<file path="src/rtl/gb_pulse_channel_param_pkg.sv">
// Shared definitions for the Game Boy APU voices: duty waveform table and tick qualifiers.
// Pure combinational helpers; no state, no backpressure.
package gb_pulse_channel_param_pkg;

  typedef enum logic [1:0] {
    DUTY_12 = 2'b00,
    DUTY_25 = 2'b01,
    DUTY_50 = 2'b10,
    DUTY_75 = 2'b11
  } duty_t;

  // Row index is the duty code; bit 7 of each row is sequencer step 0.
  localparam logic [3:0][7:0] DUTY_TABLE = {
    8'b0111_1110,
    8'b1000_0111,
    8'b1000_0001,
    8'b0000_0001
  };

  function automatic logic duty_bit(input duty_t duty, input logic [2:0] step);
    logic [7:0] row;
    row = DUTY_TABLE[duty];
    return row[3'd7 - step];
  endfunction

  // A trigger in the same cycle always swallows the frame-sequencer tick.
  function automatic logic tick_live(input logic tick, input logic start, input logic active);
    return tick & ~start & active;
  endfunction

  function automatic logic tick_free(input logic tick, input logic start);
    return tick & ~start;
  endfunction

endpackage

</file>
<file path="src/rtl/gb_pulse_channel_param_env.sv">
// Volume envelope: pace timer plus saturating up/down volume; volume changes on the tick edge.
// No backpressure; load (trigger) takes priority over tick.
module gb_vol_envelope
  import gb_pulse_channel_param_pkg::*;
#(
  parameter int VOL_W = 4,
  parameter int ENV_W = 3
) (
  input  logic             clk,
  input  logic             reset,
  input  logic             load,
  input  logic             tick,
  input  logic [VOL_W-1:0] initial_volume,
  input  logic             increasing,
  input  logic [ENV_W-1:0] pace,
  output logic [VOL_W-1:0] volume
);

  logic [ENV_W-1:0] env_timer;

  always_ff @(posedge clk or negedge reset) begin
    if (!reset) begin
      volume    <= '0;
      env_timer <= '0;
    end else if (load) begin
      volume    <= initial_volume;
      env_timer <= pace;
    end else if (tick && (pace != '0)) begin
      // A timer left at 0 (pace raised after trigger) expires on the first tick.
      if (env_timer <= ENV_W'(1)) begin
        env_timer <= pace;
        if (increasing && (volume != '1)) begin
          volume <= volume + VOL_W'(1);
        end else if (!increasing && (volume != '0)) begin
          volume <= volume - VOL_W'(1);
        end
      end else begin
        env_timer <= env_timer - ENV_W'(1);
      end
    end
  end

endmodule

</file>
<file path="src/rtl/gb_pulse_channel_param.sv">
// Game Boy pulse voice: frequency timer, duty sequencer, length, optional sweep; level is registered (1 clk).
// No backpressure; trigger beats all ticks in the same cycle, reset beats everything.
module gb_pulse_channel_param
  import gb_pulse_channel_param_pkg::*;
#(
  parameter int FREQ_W         = 11,
  parameter int LEN_W          = 6,
  parameter int VOL_W          = 4,
  parameter int ENV_W          = 3,
  parameter int SWEEP_W        = 3,
  parameter int HAS_SWEEP      = 1,
  parameter int TIMER_PRESCALE = 4
) (
  input  logic               clk,
  input  logic               reset,
  input  logic               clk_length_ctr,
  input  logic               clk_vol_env,
  input  logic               clk_sweep,
  input  logic [SWEEP_W-1:0] sweep_time,
  input  logic               sweep_decreasing,
  input  logic [SWEEP_W-1:0] num_sweep_shifts,
  input  logic [1:0]         wave_duty,
  input  logic [LEN_W-1:0]   length,
  input  logic [VOL_W-1:0]   initial_volume,
  input  logic               envelope_increasing,
  input  logic [ENV_W-1:0]   num_envelope_sweeps,
  input  logic               start,
  input  logic               single,
  input  logic [FREQ_W-1:0]  frequency,
  output logic [VOL_W-1:0]   level,
  output logic               enable,
  output logic [FREQ_W-1:0]  freq_shadow
);

  localparam int TMR_W = FREQ_W + $clog2(TIMER_PRESCALE) + 1;
  localparam int LR_W  = LEN_W + 1;
  localparam int SW1_W = SWEEP_W + 1;

  function automatic logic [TMR_W-1:0] period_of(input logic [FREQ_W-1:0] f);
    logic [TMR_W-1:0] steps;
    steps = TMR_W'(2**FREQ_W) - TMR_W'(f);
    return steps * TMR_W'(TIMER_PRESCALE) - TMR_W'(1);
  endfunction

  logic             dac_on;
  logic             env_tick;
  logic             sweep_tick;
  logic             len_tick;
  logic             len_expire;
  logic             sweep_ovf;
  logic             trig_ovf;
  logic             enable_nxt;
  logic [TMR_W-1:0] freq_timer;
  logic [2:0]       duty_step;
  logic [LR_W-1:0]  len_remain;
  logic [VOL_W-1:0] volume;

  assign dac_on     = (initial_volume != '0) | envelope_increasing;
  assign env_tick   = tick_live(clk_vol_env, start, enable);
  assign sweep_tick = tick_live(clk_sweep, start, enable);
  assign len_tick   = tick_free(clk_length_ctr, start);
  assign len_expire = len_tick & single & (len_remain == LR_W'(1));

  gb_vol_envelope #(
    .VOL_W (VOL_W),
    .ENV_W (ENV_W)
  ) u_env (
    .clk            (clk),
    .reset          (reset),
    .load           (start),
    .tick           (env_tick),
    .initial_volume (initial_volume),
    .increasing     (envelope_increasing),
    .pace           (num_envelope_sweeps),
    .volume         (volume)
  );

  always_ff @(posedge clk or negedge reset) begin
    if (!reset) begin
      len_remain <= '0;
    end else if (start) begin
      len_remain <= LR_W'(2**LEN_W) - LR_W'(length);
    end else if (len_tick && single && (len_remain != '0)) begin
      len_remain <= len_remain - LR_W'(1);
    end
  end

  // duty_step deliberately survives a trigger; only reset clears it.
  always_ff @(posedge clk or negedge reset) begin
    if (!reset) begin
      freq_timer <= '0;
      duty_step  <= '0;
    end else if (start) begin
      freq_timer <= period_of(frequency);
    end else if (enable) begin
      if (freq_timer == '0) begin
        freq_timer <= period_of(freq_shadow);
        duty_step  <= duty_step + 3'd1;
      end else begin
        freq_timer <= freq_timer - TMR_W'(1);
      end
    end
  end

  generate
    if (HAS_SWEEP != 0) begin : g_sweep
      logic [SW1_W-1:0]  sweep_timer;
      logic [SW1_W-1:0]  sweep_reload;
      logic [FREQ_W:0]   shadow_ext;
      logic [FREQ_W:0]   shadow_delta;
      logic [FREQ_W:0]   sweep_sum;
      logic [FREQ_W:0]   trig_sum;
      logic              sweep_fire;

      assign sweep_reload = (sweep_time == '0) ? SW1_W'(2**SWEEP_W) : SW1_W'(sweep_time);
      assign shadow_ext   = {1'b0, freq_shadow};
      assign shadow_delta = {1'b0, freq_shadow >> num_sweep_shifts};
      assign sweep_sum    = sweep_decreasing ? (shadow_ext - shadow_delta)
                                             : (shadow_ext + shadow_delta);
      assign trig_sum     = {1'b0, frequency} + {1'b0, frequency >> num_sweep_shifts};
      assign sweep_fire   = sweep_tick & (sweep_timer <= SW1_W'(1)) & (sweep_time != '0);
      assign sweep_ovf    = sweep_fire & ~sweep_decreasing & sweep_sum[FREQ_W];
      assign trig_ovf     = (num_sweep_shifts != '0) & ~sweep_decreasing & trig_sum[FREQ_W];

      always_ff @(posedge clk or negedge reset) begin
        if (!reset) begin
          sweep_timer <= '0;
          freq_shadow <= '0;
        end else if (start) begin
          sweep_timer <= sweep_reload;
          freq_shadow <= frequency;
        end else if (sweep_tick) begin
          if (sweep_timer <= SW1_W'(1)) begin
            sweep_timer <= sweep_reload;
            if (sweep_fire && !sweep_ovf && (num_sweep_shifts != '0)) begin
              freq_shadow <= sweep_sum[FREQ_W-1:0];
            end
          end else begin
            sweep_timer <= sweep_timer - SW1_W'(1);
          end
        end
      end
    end else begin : g_no_sweep
      assign sweep_ovf = 1'b0;
      assign trig_ovf  = 1'b0;

      always_ff @(posedge clk or negedge reset) begin
        if (!reset) begin
          freq_shadow <= '0;
        end else begin
          freq_shadow <= frequency;
        end
      end
    end
  endgenerate

  always_comb begin
    enable_nxt = enable;
    if (start) begin
      enable_nxt = dac_on & ~trig_ovf;
    end else if (!dac_on || len_expire || sweep_ovf) begin
      enable_nxt = 1'b0;
    end
  end

  always_ff @(posedge clk or negedge reset) begin
    if (!reset) begin
      enable <= 1'b0;
      level  <= '0;
    end else begin
      enable <= enable_nxt;
      level  <= (enable && duty_bit(duty_t'(wave_duty), duty_step)) ? volume : '0;
    end
  end

endmodule

</file>
<file path="config.mk">
export PLATFORM = sky130hd
export DESIGN_NAME = gb_pulse_channel_param
export DESIGN_NICKNAME = d
export VERILOG_FILES = /design/src/rtl/gb_pulse_channel_param_pkg.sv /design/src/rtl/gb_pulse_channel_param_env.sv /design/src/rtl/gb_pulse_channel_param.sv
export SDC_FILE = /design/constraint.sdc
export NUM_CORES = 1
export LEC_CHECK = 0
export ABC_AREA = 1
export CAP_MARGIN = 20
export CORE_UTILIZATION = 33
export CTS_CLUSTER_SIZE = 8
export DETAILED_ROUTE_END_ITERATION = 8
export SYNTH_ARGS = -nofsm -noshare
export SYNTH_HDL_FRONTEND = slang
export SYNTH_SLANG_ARGS = --single-unit
</file>
<file path="constraint.sdc">
create_clock -name clk -period 3.8 [get_ports clk]
set_clock_uncertainty 0.2 [all_clocks]
set_input_delay 0.76 -clock clk [delete_from_list [all_inputs] [get_ports clk]]
set_output_delay 0.76 -clock clk [all_outputs]
set_load 0.01 [all_outputs]
</file>
==> summary.md, run 1 <==
| Metric | Value |
|---|---|
| Number of pins with negative max-slew slack in the final report | 0 |
| Count of buffers inserted at the top-level ports | 56 |
| Die Width | 133.7 µm |
| Warning count from the yosys run | 0 |
| H-Tree Level Count | 2 |
| Standard-cell rows | 47 |
| Total core area | 16760 µm² |
| Clock tree sinks | 51 |
| CP required | 3.78 ns |
| Static Leakage | 0.003658 µW |
| Via count of the first global-routing pass | 5884 |
| Cell Pwr Density | 519.6 nW/µm² |
| Peak VDD IR | 0.2809 mV |
| Library cells used by synthesis | 46 |
| Per-instance average area after synthesis | 6.236 µm² |
| DPL Wire Length | 13.79 mm |
| Total routing usage reported by global routing | 20.05% |
| Wire length of the first global-routing pass | 28.93 mm |
| Routed wire per std cell | 13.61 µm |
| Headroom to the max-slew limit | 33.12% |
| Number of vias per cell | 4.975 |
| Kind of start point of the critical path | input port |
| Post-route insts no fill | 1265 |
| Cell Count Post-Placement | 1251 |
| Worst min-delay path category | input port to async pin |
| Seq cells post-synth | 51 |
| GPL Wtd Cong | 0.8987 |
| Proportion of register bits with asynchronous set or reset after synthesis | 100.0% |
| Initial antenna violation count | 0 |
| Pre-antenna DRT Iters | 5 |
| Clock root buffer master | sky130_fd_sc_hd__clkbuf_16 |
| Post-synthesis net count | 999 |
| Least-Margin Pin Slew | 0.9902 ns |
| N_diodes | 0 |
| Netlist area before placement | 5724 µm² |
| Instance count of the mapped netlist | 918 |
| Kind of critical path | input port to flop |
| Overall die height | 133.7 µm |
| Util after Layout | 44.27% |
| Number of nets in the finished design | 1125 |
| Fin crit period | 3.534 ns |
| Maximum capacitance violations | 0 |
| Antenna-violating nets left | 0 |
| Overflow after GRT | 0 |
| Area Overhead vs Synth | 29.62% |
| Number of flops mapped to enable cells by yosys | 0 |
| Result of the run | completed |
| Final hold vios | 0 |
| Sequential area share after synthesis | 22.30% |
| Clock slew at reported path FFs | 0.07 ns |
| Prevailing post-synth register cell | sky130_fd_sc_hd__dfrtp_1 |
| Post-route DRC violation count | 0 |
| Number of setup violations in the final report | 0 |
| Initial core utilization | 34.15% |
| Maximum number of pins on one net before global-route repair | 36 |
| Post-route fraction of the period consumed by the critical path | 93.00% |
| Fraction of final layout cells sized beyond drive strength 1 | 14.45% |
| Final WS setup | 0.2659 ns |
| Worst hold slack across all endpoints | 0.2797 ns |
| Number of DRC violations after detailed-routing iteration 0 | 447 |
| Dpl ws | -0.6482 ns |
| Clock insertion delay at the later pin of the skew report | 0.30 ns |
| Number of CTS-inserted buffers | 5 |
| Area enclosed by the die boundary | 17880 µm² |
| Worst Setup End Kind | flop |
| Critical-path maximum fanout | 5 |
| Io pins | 57 |
| Routed wire length | 17.21 mm |
| CTS tree | built |
| Total number of vias | 6293 |
| Longest Clk Path Bufs | 2 |
| Worst endpoint data arrival time | 3.52 ns |
| Maximum clock frequency | 283.0 MHz |
[worst max-delay path: stages]
cell                       delay [ns]
sky130_fd_sc_hd__clkbuf_4        0.14
sky130_fd_sc_hd__inv_2           0.04
sky130_fd_sc_hd__nor2_2          0.10
sky130_fd_sc_hd__buf_4           0.14
sky130_fd_sc_hd__nand2_1         0.06
sky130_fd_sc_hd__o21ai_1         0.07
sky130_fd_sc_hd__inv_1           0.06
sky130_fd_sc_hd__nand2_2         0.06
sky130_fd_sc_hd__inv_2           0.05
sky130_fd_sc_hd__ha_4            0.16
sky130_fd_sc_hd__nand3_4         0.08
sky130_fd_sc_hd__inv_4           0.04
sky130_fd_sc_hd__nand4_1         0.06
sky130_fd_sc_hd__nand2_1         0.07
sky130_fd_sc_hd__xor2_1          0.15
sky130_fd_sc_hd__inv_1           0.08
sky130_fd_sc_hd__ha_4            0.28
sky130_fd_sc_hd__nand2_2         0.05
sky130_fd_sc_hd__nor3_2          0.20
sky130_fd_sc_hd__nand3_1         0.10
sky130_fd_sc_hd__nand4_1         0.12
sky130_fd_sc_hd__o21bai_4        0.13
sky130_fd_sc_hd__nand3_2         0.12
sky130_fd_sc_hd__buf_4           0.15
sky130_fd_sc_hd__buf_4           0.13
sky130_fd_sc_hd__nand4_1         0.06
sky130_fd_sc_hd__nand2_1         0.05
[synthesized netlist by cell type (all sizes together) (2+ instances only)]
library cell | count | share of area (%)
nand2 | 267 | 18
inv | 118 | 7.7
nand3 | 92 | 8.4
nor2 | 87 | 6.0
o21ai | 77 | 6.7
dfrtp | 51 | 22
ha | 38 | 8.3
a21oi | 36 | 3.1
xor2 | 28 | 4.3
xnor2 | 20 | 3.1
nor3 | 16 | 1.6
nand4 | 14 | 1.5
clkbuf | 13 | 0.85
o211ai | 9 | 1.2
buf | 8 | 0.96
a31oi | 7 | 0.76
o21bai | 5 | 0.72
a211oi | 4 | 0.52
a22oi | 4 | 0.52
o22ai | 3 | 0.33
a21boi | 2 | 0.26
fa | 2 | 0.70
nor4 | 2 | 0.22
o41ai | 2 | 0.31
or2 | 2 | 0.22
[through the flow]
stage | instance area, µm² | total power, µW | TNS (ns)
finish | 7420 | 3855 | 0
global route | 7420 | 4204 | -0.02622
CTS | 7239 | 3767 | 0
detailed placement | 7037 | 3240 | -7.439
global placement | 7037 | 3229 | -5.953
floorplan | 5724 | 2231 | 0
[cell usage in the layout (no fill, tap or decap), drive strengths merged, types with 3 or more instances in the layout]
cell type,instances
buf,86
inv,118
a31oi,7
xor2,28
nand2,267
o21ai,77
ha,38
nor3,16
clkdlybuf4s50,52
a211oi,4
o21bai,5
o211ai,9
nand4,14
o22ai,3
nor2,87
nand3,92
xnor2,20
dfrtp,51
clkbuf,10
a21oi,36
a22oi,4
[where the power goes]
group | total, µW | internal, µW | switching [µW]
Clock | 482 | 281 | 201
Combinational | 2550 | 1150 | 1400
Sequential | 823 | 667 | 156
Total | 3850 | 2090 | 1760
[per-layer routing]
layer	wire length, µm	track usage, %
met2	7662	32.61
met3	862	2.169
met1	8372	28.15
met5	0	0
met4	314	4.924
[path summary, 6_finish.rpt]
path / from / endpoint / slack, ns / cells past startpoint
worst max-delay path: num_sweep_shifts[1] / enable / 0.27 / 27
worst min-delay path: reset / freq_timer[3] / 0.28 / 1
worst max register to register: freq_shadow[4] / enable / 0.39 / 25
worst min register to register: freq_timer[0] / freq_timer[0] / 0.28 / 1
max in group asynchronous: reset / enable / 2.43 / 2
min in group clk: freq_timer[0] / freq_timer[0] / 0.28 / 1
[kinds of logic (layout without fill, tap and decap cells)]
kind of cell | Yosys count | count (layout) | synth area share (%)
XOR/XNOR | 48 | 48 | 7.344
AND/OR/NAND/NOR | 483 | 483 | 36.22
flip-flops | 51 | 51 | 22.30
multiplexers | 1 | 1 | 0.1749
AO/OA/AOI/OAI | 155 | 155 | 15.34
adder cells (fa/ha/maj) | 40 | 40 | 9.006
buffers and inverters | 140 | 267 | 9.617
[cell type report]
class | count | area (µm²)
Clock buffer | 8 | 156.4
Tap cell | 220 | 275.3
Fill cell | 1776 | 9340
Sequential cell | 51 | 1276
Timing Repair Buffer | 140 | 1195
Inverter | 119 | 451.7
Multi-Input combinational cell | 727 | 4065
[sequential cells by signal, indices dropped and copies added, names as in the netlist]
signal,cells
u_env.volume,4
duty_step,3
u_env.env_timer,3
freq_timer,14
freq_shadow,11
level,4
g_sweep.sweep_timer,4
enable,1
len_remain,7
[what timing repair did]
action | 4_1_cts | 5_1_grt
endpoints found under the hold margin | 0 | 0
resized for setup | 12 | 49
endpoints found under the setup margin | 12 | 12
setup buffers | 1 | 4
hold buffers | 0 | 0
gates cloned | 0 | 1
pin swaps | 2 | 14
Power figures use the tool's default switching activity.
==> run 2, diff against run 1 <==
GPL_TIMING_DRIVEN = 0   (was unset)
clock period = 3.7 ns   (was 3.8 ns; I/O delays follow)
==> run 2 against run 1 <==
Effect of this change:
- setup slack got worse by 0.12 ns
- wire length increased by 1.7%
- clock power about the same
- count of clock-buffer cells in the layout decreased by 2
- combinational power down 13%
- global-route usage down 0.73 points
==> summary.md, run 2 (synthesized netlist as in run 1, its figures left out) <==
| Metric | Value |
|---|---|
| Post-route DRC violation count | 0 |
| Maximum clock frequency | 281.4 MHz |
| Overflow after GRT | 0 |
| Setup TNS | 0 ns |
| Number of nets in the finished design | 1087 |
| Routed wire per std cell | 14.26 µm |
| Hold endpoint | freq_timer[0] |
| Cells on worst reg2reg path | 23 |
| Initial antenna violation count | 0 |
| Clock slew at reported path FFs | 0.07 ns |
| RSZ-0062 raised after global routing | true |
| H-Tree Level Count | 2 |
| Die Width | 133.7 µm |
| Top flop regs | freq_timer (14), freq_shadow (11), len_remain (7) |
| Cell Pwr Density | 504.7 nW/µm² |
| Area Overhead vs Synth | 26.27% |
| Commonest non-fill, non-tap cell in the layout | sky130_fd_sc_hd__nand2_1 |
| Count of buffers inserted at the top-level ports | 54 |
| Worst R2R Start | freq_shadow[8] |
| Number of vias per cell | 5.048 |
| Number of CTS-inserted buffers | 5 |
| Initial core utilization | 34.15% |
| Wire length of the first global-routing pass | 27.72 mm |
| Fraction of final layout cells sized beyond drive strength 1 | 11.92% |
| Via count of the first global-routing pass | 5665 |
| Longest Clk Path Bufs | 2 |
| Total routing usage reported by global routing | 19.32% |
| Number of DRC violations after detailed-routing iteration 0 | 306 |
| N_diodes | 0 |
| Worst Setup End Kind | flop |
| Number of setup violations in the final report | 0 |
| # hold bufs at CTS | 0 |
| Standard-cell rows | 47 |
| Static Leakage | 0.003465 µW |
| Maximum number of pins on one net before global-route repair | 30 |
| Clock insertion delay at the later pin of the skew report | 0.30 ns |
| CP required | 3.69 ns |
| Flip-flop count of the largest register, all copies and words added | 14 |
| Top library cells by usage in the layout, fill and taps aside | sky130_fd_sc_hd__nand2_1, sky130_fd_sc_hd__inv_1, sky130_fd_sc_hd__nor2_1, sky130_fd_sc_hd__nand3_1, sky130_fd_sc_hd__o21ai_0 |
| Headroom to the max-slew limit | 38.66% |
| Worst hold slack across all endpoints | 0.2817 ns |
| WHS Path Cells | 1 |
| Pre-antenna DRT Iters | 5 |
| Worst reg2reg path endpoint | freq_shadow[1] |
| Post-route insts no fill | 1227 |
| CTS tree | built |
| Worst setup path start | num_sweep_shifts[0] |
| Antenna-violating nets left | 0 |
| Worst endpoint data arrival time | 3.54 ns |
| Kind of critical path | input port to flop |
| Worst min-delay path category | flop to flop |
| Overall die height | 133.7 µm |
| Total number of vias | 6194 |
| Clock root buffer master | sky130_fd_sc_hd__clkbuf_16 |
| Peak VDD IR | 0.2449 mV |
| Most flops, register | freq_timer |
| Maximum capacitance violations | 0 |
| Io pins | 57 |
| Filler Cells Inserted | 1773 |
| Final hold vios | 0 |
| Util after Layout | 43.13% |
| Critical-path maximum fanout | 8 |
| GPL Wtd Cong | 0.9001 |
| Total core area | 16760 µm² |
| Number of pins with negative max-slew slack in the final report | 0 |
| DPL Wire Length | 13.18 mm |
| Result of the run | completed |
| Setup slack of the most critical reg-to-reg path | 0.21 ns |
| Finished Cell Area | 7228 µm² |
| Routed wire length | 17.50 mm |
| Min-Delay Startpoint | freq_timer[0] |
| Least-Margin Pin Slew | 0.9082 ns |
| Kind of start point of the critical path | input port |
| Area enclosed by the die boundary | 17880 µm² |
| Clock tree sinks | 51 |
| Post-route fraction of the period consumed by the critical path | 96.05% |
| Fin crit period | 3.554 ns |
| Cell Count Post-Placement | 1193 |
| Placed instance area | 6563 µm² |
==> run 2: layout make-up <==
type / count / area (µm²) / share of cell area (%)
Clock buffer: 6 / 138.9 / 1.921
Tap cell: 220 / 275.3 / 3.808
Inverter: 119 / 454.2 / 6.284
Clock inverter: 2 / 16.27 / 0.2250
Buffer: 21 / 135.1 / 1.869
Timing Repair Buffer: 81 / 805.8 / 11.15
Sequential cell: 51 / 1281 / 17.73
Multi-Input combinational cell: 727 / 4121 / 57.02
==> run 2: worst max path at each step <==
stage                      end  slack (ns)  cells after the start
4_1_cts         freq_shadow[1]       0.004                     25
6_report        freq_shadow[1]        0.15                     25
3_5_place_dp    freq_shadow[1]       -1.07                     26
2_1_floorplan  freq_shadow[10]        0.11                     24
3_3_place_gp    freq_shadow[1]       -1.05                     26
5_1_grt         freq_shadow[1]       -0.06                     25
==> run 2: layer usage <==
layer	vias up	GRT usage, %	wire length (µm)
li1	3194	-	-
met5	-	0	0
met3	21	1.598	577
met2	145	31.81	8093
met1	2834	26.76	8495
met4	0	5.682	333
==> run 2: report_power, final <==
part | switching (µW) | total [µW] | internal, µW
logic | 1260 | 2230 | 962
registers | 251 | 938 | 688
clock network | 214 | 484 | 271
==> run 2: timing repair <==
action                                 4_1_cts  5_1_grt
pin swaps                                   10       17
endpoints found under the hold margin        0        0
setup buffers                               11       12
cloned                                       0        3
resized for setup                           34       65
setup endpoints to repair                   12       12
==> run 2: worst max-delay path: stages <==
cell and delay [ns]:
sky130_fd_sc_hd__buf_12 0.12, sky130_fd_sc_hd__buf_8 0.12, sky130_fd_sc_hd__nand2_1 0.11, sky130_fd_sc_hd__nand3_2 0.13
sky130_fd_sc_hd__nand3_1 0.16, sky130_fd_sc_hd__nand2_2 0.09, sky130_fd_sc_hd__nor2_4 0.10, sky130_fd_sc_hd__nand2_2 0.07
sky130_fd_sc_hd__nor2_2 0.09, sky130_fd_sc_hd__nor2_1 0.06, sky130_fd_sc_hd__a21oi_1 0.16, sky130_fd_sc_hd__xor2_1 0.17
sky130_fd_sc_hd__inv_1 0.09, sky130_fd_sc_hd__ha_4 0.28, sky130_fd_sc_hd__inv_2 0.05, sky130_fd_sc_hd__nor3_4 0.13
sky130_fd_sc_hd__nand3_1 0.10, sky130_fd_sc_hd__nand4_1 0.10, sky130_fd_sc_hd__o21bai_4 0.14, sky130_fd_sc_hd__nand3_4 0.10
sky130_fd_sc_hd__nand2_4 0.09, sky130_fd_sc_hd__nand2_4 0.06, sky130_fd_sc_hd__buf_6 0.14, sky130_fd_sc_hd__nand2_1 0.05
sky130_fd_sc_hd__nand2_1 0.05
==> run 2: per-stage QoR <==
| stage | setup WS [ns] | total power (µW) |
|---|---|---|
| floorplan | 0.1062 | 2291 |
| global placement | -1.054 | 2854 |
| detailed placement | -1.069 | 2870 |
| CTS | 0.003538 | 3450 |
| global route | -0.06451 | 3967 |
| finish | 0.1462 | 3648 |
